<file path="src/rtl/simon_pkg.sv">
// simon_pkg: constants shared by the Simon button path, the game FSM and the
// LED driver.
//   NBTN       - number of game buttons
//   BTN_*      - event code assigned to each coloured button
package simon_pkg;

  localparam int NBTN = 4;

  localparam int BTN_GREEN  = 0;
  localparam int BTN_RED    = 1;
  localparam int BTN_YELLOW = 2;
  localparam int BTN_BLUE   = 3;

endpackage

</file>
<file path="src/rtl/sync_fifo.sv">
// sync_fifo: single-clock FIFO with an explicit occupancy counter.
// There is no write-to-read bypass. A word pushed into an empty FIFO becomes
// visible on rdata one cycle later.
// Ports:
//   clk, rst_n   - clock, asynchronous active-low reset
//   clr          - synchronous flush; the push and pop of that cycle are discarded
//   push, wdata  - write request and data; refused when full unless popping
//   pop          - read request; ignored when empty
//   rdata        - word at the head of the FIFO
//   full, empty  - occupancy flags derived from level
//   level        - current number of stored words (0..DEPTH)
module sync_fifo #(
  parameter int WIDTH = 2,
  parameter int DEPTH = 4
) (
  input  logic                       clk,
  input  logic                       rst_n,
  input  logic                       clr,
  input  logic                       push,
  input  logic [WIDTH-1:0]           wdata,
  input  logic                       pop,
  output logic [WIDTH-1:0]           rdata,
  output logic                       full,
  output logic                       empty,
  output logic [$clog2(DEPTH):0]     level
);

  localparam int AW = $clog2(DEPTH);

  logic [WIDTH-1:0] mem [DEPTH];
  logic [AW-1:0]    wr_ptr;
  logic [AW-1:0]    rd_ptr;
  logic             do_push;
  logic             do_pop;

  assign full  = (level == (AW+1)'(DEPTH));
  assign empty = (level == '0);
  assign rdata = mem[rd_ptr];

  // A full FIFO still accepts a push when a pop frees a slot in the same cycle.
  assign do_pop  = pop && !empty;
  assign do_push = push && (!full || do_pop);

  // Pointers wrap naturally because DEPTH is a power of two. Occupancy is
  // tracked by level, so full and empty never need pointer comparison.
  always_ff @(posedge clk or negedge rst_n) begin
    if (!rst_n) begin
      wr_ptr <= '0;
      rd_ptr <= '0;
      level  <= '0;
      for (int i = 0; i < DEPTH; i++) mem[i] <= '0;
    end else if (clr) begin
      wr_ptr <= '0;
      rd_ptr <= '0;
      level  <= '0;
    end else begin
      if (do_push) begin
        mem[wr_ptr] <= wdata;
        wr_ptr      <= wr_ptr + 1'b1;
      end
      if (do_pop) rd_ptr <= rd_ptr + 1'b1;
      level <= level + (AW+1)'(do_push) - (AW+1)'(do_pop);
    end
  end

endmodule

</file>
<file path="src/rtl/button_event_queue.sv">
// button_event_queue: turns debounced Simon button levels into press events
// and queues them for the game controller.
// Ports:
//   clk, rst_n          - clock, asynchronous active-low reset
//   btn                 - debounced button levels, 1 = pressed
//   clr                 - synchronous flush of the queue and the overflow flag
//   evt_valid/evt_code  - head event and its button index
//   evt_ready           - consumer accepts the head event
//   collide             - one-cycle pulse when two or more buttons rose together
//   overflow            - sticky flag: a press was dropped because the queue was full
//   level               - current queue occupancy
module button_event_queue #(
  parameter int NBTN  = simon_pkg::NBTN,
  parameter int DEPTH = 4
) (
  input  logic                        clk,
  input  logic                        rst_n,
  input  logic [NBTN-1:0]             btn,
  input  logic                        clr,
  output logic                        evt_valid,
  output logic [$clog2(NBTN)-1:0]     evt_code,
  input  logic                        evt_ready,
  output logic                        collide,
  output logic                        overflow,
  output logic [$clog2(DEPTH):0]      level
);

  import simon_pkg::*;

  localparam int CW = $clog2(NBTN);

  logic [NBTN-1:0] prev;
  logic [NBTN-1:0] rise;
  logic            any_rise;
  logic            multi_rise;
  logic [CW-1:0]   push_code;
  logic            fifo_full;
  logic            fifo_empty;
  logic            pop;

  assign rise       = btn & ~prev;
  assign any_rise   = |rise;
  // Clearing the lowest set bit leaves something only if two or more were set.
  assign multi_rise = |(rise & (rise - 1'b1));
  assign evt_valid  = !fifo_empty;
  assign pop        = evt_valid && evt_ready;

  // Lowest set index wins; scanning downward lets the lowest hit overwrite.
  always_comb begin
    push_code = CW'(BTN_GREEN);
    for (int i = NBTN - 1; i >= 0; i--) begin
      if (rise[i]) push_code = CW'(i);
    end
  end

  // prev resets to all ones so a button held through reset is not an event.
  // overflow only sets for a refused push; a clr in the same cycle wins.
  always_ff @(posedge clk or negedge rst_n) begin
    if (!rst_n) begin
      prev     <= '1;
      collide  <= 1'b0;
      overflow <= 1'b0;
    end else begin
      prev    <= btn;
      collide <= multi_rise;
      if (clr)
        overflow <= 1'b0;
      else if (any_rise && fifo_full && !pop)
        overflow <= 1'b1;
    end
  end

  sync_fifo #(
    .WIDTH (CW),
    .DEPTH (DEPTH)
  ) u_fifo (
    .clk   (clk),
    .rst_n (rst_n),
    .clr   (clr),
    .push  (any_rise),
    .wdata (push_code),
    .pop   (pop),
    .rdata (evt_code),
    .full  (fifo_full),
    .empty (fifo_empty),
    .level (level)
  );

endmodule

</file>
<file path="config.mk">
export PLATFORM = sky130hd
export DESIGN_NAME = button_event_queue
export DESIGN_NICKNAME = d
export VERILOG_FILES = /design/src/rtl/simon_pkg.sv /design/src/rtl/sync_fifo.sv /design/src/rtl/button_event_queue.sv
export SDC_FILE = /design/constraint.sdc
export NUM_CORES = 1
export LEC_CHECK = 0
export ABC_CLOCK_PERIOD_IN_PS = 2500
export CORE_MARGIN = 3
export CORE_UTILIZATION = 52
export DETAILED_ROUTE_END_ITERATION = 7
export PLACE_DENSITY = 0.82
export SYNTH_ARGS = -nofsm -noshare
export SYNTH_HDL_FRONTEND = slang
export SYNTH_SLANG_ARGS = --single-unit
export TNS_END_PERCENT = 1
</file>
<file path="constraint.sdc">
create_clock -name clk -period 2.5 [get_ports clk]
set_input_delay 0.375 -clock clk [delete_from_list [all_inputs] [get_ports clk]]
set_output_delay 0.375 -clock clk [all_outputs]
set_load 0.02 [all_outputs]
</file>
==> summary.md, run 1 <==
| Metric | Value |
|---|---|
| Psw | `0.433 mW` |
| Crit path kind | `flip-flop to output port` |
| Antenna violations before repair | `0` |
| Worst endpoint data arrival time | `1850 ps` |
| Final cell count without fillers | `126` |
| Area growth syn-to-layout | `21.1%` |
| Worst hold margin | `394 ps` |
| RR Startpoint | `u_fifo.level[1]` |
| Final min period | `2230 ps` |
| Yosys warning count | `0` |
| Number of synthesized flops with an enable pin | `0` |
| Register bit total from synthesis | `21` |
| Worst Tran Pin Value | `393 ps` |
| Root Driver | `clkbuf_4` |
| Routed len/inst | `~15 um` |
| Reg2reg path depth | `9` |
| Reg power frac | `0.431` |
| Element type at the critical path end | `output port` |
| Die H | `51.4 um` |
| Die area | `2640 sq um` |
| DR iter-0 viols | `2` |
| Pleak | `0.592 nW` |
| Congestion Overflow GR | `0` |
| Most frequent cell after synthesis | `dfrtp_1` |
| IO Count | `16` |
| Setup-failing EPs final | `0` |
| Synth top cells by count | `17 x dfrtp_1, 8 x mux2_1, 8 x nor2_1, 6 x ha_1, 5 x inv_1` |
| Worst skew pair latency | `300 ps` |
| Synth top area share | `0.397` |
| Worst slack, placed | `137 ps` |
| Int Power | `roughly 0.80 mW` |
| Clk buf depth | `2` |
| DRC Markers | `0` |
| Startpoint types | `flip-flop` |
| Main flop type after synthesis | `dfrtp_1` |
| Comb power frac | `0.436` |
| Slew Limit Fails | `0` |
| Ys async rst share | `1.00` |
| Synth Cell Area | `between 1000 and 1500 sq um` |
| Final TNS setup | `0 ps` |
| Sink Count | `21` |
| Switching Share | `0.351` |
| Pwr dens | `951 nW/um^2` |
| Clock buffer count from CTS | `3` |
| TritonCTS clock tree | `done` |
| Placed cell count | `between 100 and 150` |
| Fmax | `449 MHz` |
| Worst-path fanout max | `4` |
| Layout cells sized above 1 | `0.208` |
| Leading area contributor after synthesis | `dfrtp_1` |
| Hold Path Class | `primary input to async pin` |
| Vias/cell | `5.37` |
| Placed Area | `1270 sq um` |
| Post-Syn Nets | `95` |
| DRT Pass-1 Iters | `3` |
| Max H-tree Level | `1` |
| Mapped Avg Cell Area | `between 10 and 15 sq um` |
| Slew margin rel. | `0.737` |
| Floorplan core area | `about 1800 sq um` |
| Setup Skew | `~4.5 ps` |
| Netlist cell types | `27` |
| Via count | `676` |
| Tot Pwr | `around 1.2 mW` |
| Setup WS post-layout | `274 ps` |
| Post-DP HPWL | `1400 um` |
| Register area share after synthesis | `0.495` |
| Final hold violation count | `0` |
| Hold buffer count at cts | `0` |
| Starting Density | `0.582` |
| Post-CTS Setup Inserts | `0` |
| Net count reported at finish | `around 120` |
| Outcome | `completed` |
| Antenna Violating Nets Remaining | `0` |
| Clock share of power | `0.133` |
| Crit Reg-Reg Endpoint | `u_fifo.level[2]` |
| Antenna cell count | `0` |
| Vias in the first global route | `between 600 and 700` |
| Setup crit start | `u_fifo.rd_ptr[0]` |
| Setup repair after global routing missed its margin | `no` |
| Largest net degree at the start of global routing | `22` |
| Reg2reg setup slack | `320 ps` |
| Detailed Route WL | `1840 um` |
| Clk slew on worst S/H paths | `110 ps` |
| # rows | `15` |
| Total GRT Usage | `0.163` |
| Gate count of the mapped netlist | `80` |
| CTS resizes | `0` |
| Synth top area cells | `dfrtp_1 40%, dfstp_2 9.8%, mux2_1 8.4%, ha_1 7.0%, mux4_2 4.2%` |
| Gpl congestion | `0.758` |
| MaxCap Viol Count | `0` |
| Die W | `51.4 um` |
| Period utilization | `0.890` |
| Non-Filler Cell Area, Final | `1300 sq um` |
| Worst path required time | `2120 ps` |
| Number of buffers added on ports | `15` |
| First-pass GRT wire length | `3110 um` |
| Util after Layout | `0.705` |
| Worst VDD drop | `0.581 mV` |
[cells in the final DEF, fill, tap and decap left out, types with 2 or more instances in the layout]
cell	synthesis	final
dfrtp_1	17	17
clkdlybuf4s50_1	0	15
nor2_1	8	8
mux2_1	8	8
ha_1	6	6
inv_1	5	5
nand3b_2	4	4
dfstp_2	4	4
xnor2_1	3	3
clkbuf_4	0	3
buf_4	0	3
nand2b_1	2	2
nand2b_4	2	2
mux4_2	2	2
xor2_1	2	2
nand2_1	2	2
a21oi_1	2	2
[sequential cells by signal, indices dropped and copies added (netlist names)]
signal and cells:
collide 1, overflow 1, prev 4, u_fifo.level 3, u_fifo.mem 8, u_fifo.rd_ptr 2, u_fifo.wr_ptr 2
[critical path: stages, from the launching register on]
cell and delay, ps:
dfrtp_1 480, mux4_2 520, clkdlybuf4s50_1 550
[layer usage]
layer  GRT usage  wire [um]
met1       0.181        801
met2       0.271        927
met3      0.0671         82
met4      0.0742         29
met5           0          0
[layout make-up]
type	count	area, sq um
Clock buffer	4	26.3
Inverter	5	18.8
Sequential cell	21	531
Fill cell	137	542
Tap cell	25	31.3
Timing Repair Buffer	18	173
Multi-Input combinational cell	53	518
[worst max path at each step]
stage                            endpoint  slack [ps]  cells after the start
after floorplan           u_fifo.level[2]         310                      9
after global placement    u_fifo.level[2]         180                     10
after detailed placement  u_fifo.level[2]         140                     10
after CTS                     evt_code[0]         270                      2
after global routing          evt_code[0]         200                      2
final                         evt_code[0]         270                      2
[power by group through the flow]
| stage | Combinational (mW) | Clock (mW) | Sequential (mW) |
|---|---|---|---|
| 6_report | 0.538 | 0.163 | 0.532 |
| 5_1_grt | 0.589 | 0.182 | 0.544 |
| 4_1_cts | 0.547 | 0.166 | 0.531 |
| 3_5_place_dp | 0.544 | 0 | 0.538 |
| 3_3_place_gp | 0.524 | 0 | 0.529 |
| 2_1_floorplan | 0.331 | 0 | 0.538 |
[kinds of logic after synthesis]
family / Yosys count / synth area share
AND/OR/NAND/NOR: 23 / 0.154
flip-flops: 21 / 0.495
multiplexers: 11 / 0.136
AO/OA/AOI/OAI: 7 / 0.0643
adder cells (fa/ha/maj): 7 / 0.0888
buffers and inverters: 6 / 0.0210
XOR/XNOR: 5 / 0.0409
Power figures use the tool's default switching activity.
==> run 2, diff against run 1 <==
- ABC_CLOCK_PERIOD_IN_PS: 2500 -> unset
- GPL_TIMING_DRIVEN: unset -> 1
==> results of run 2 <==
Final layout, timing and power as in run 1 (identical DEF).
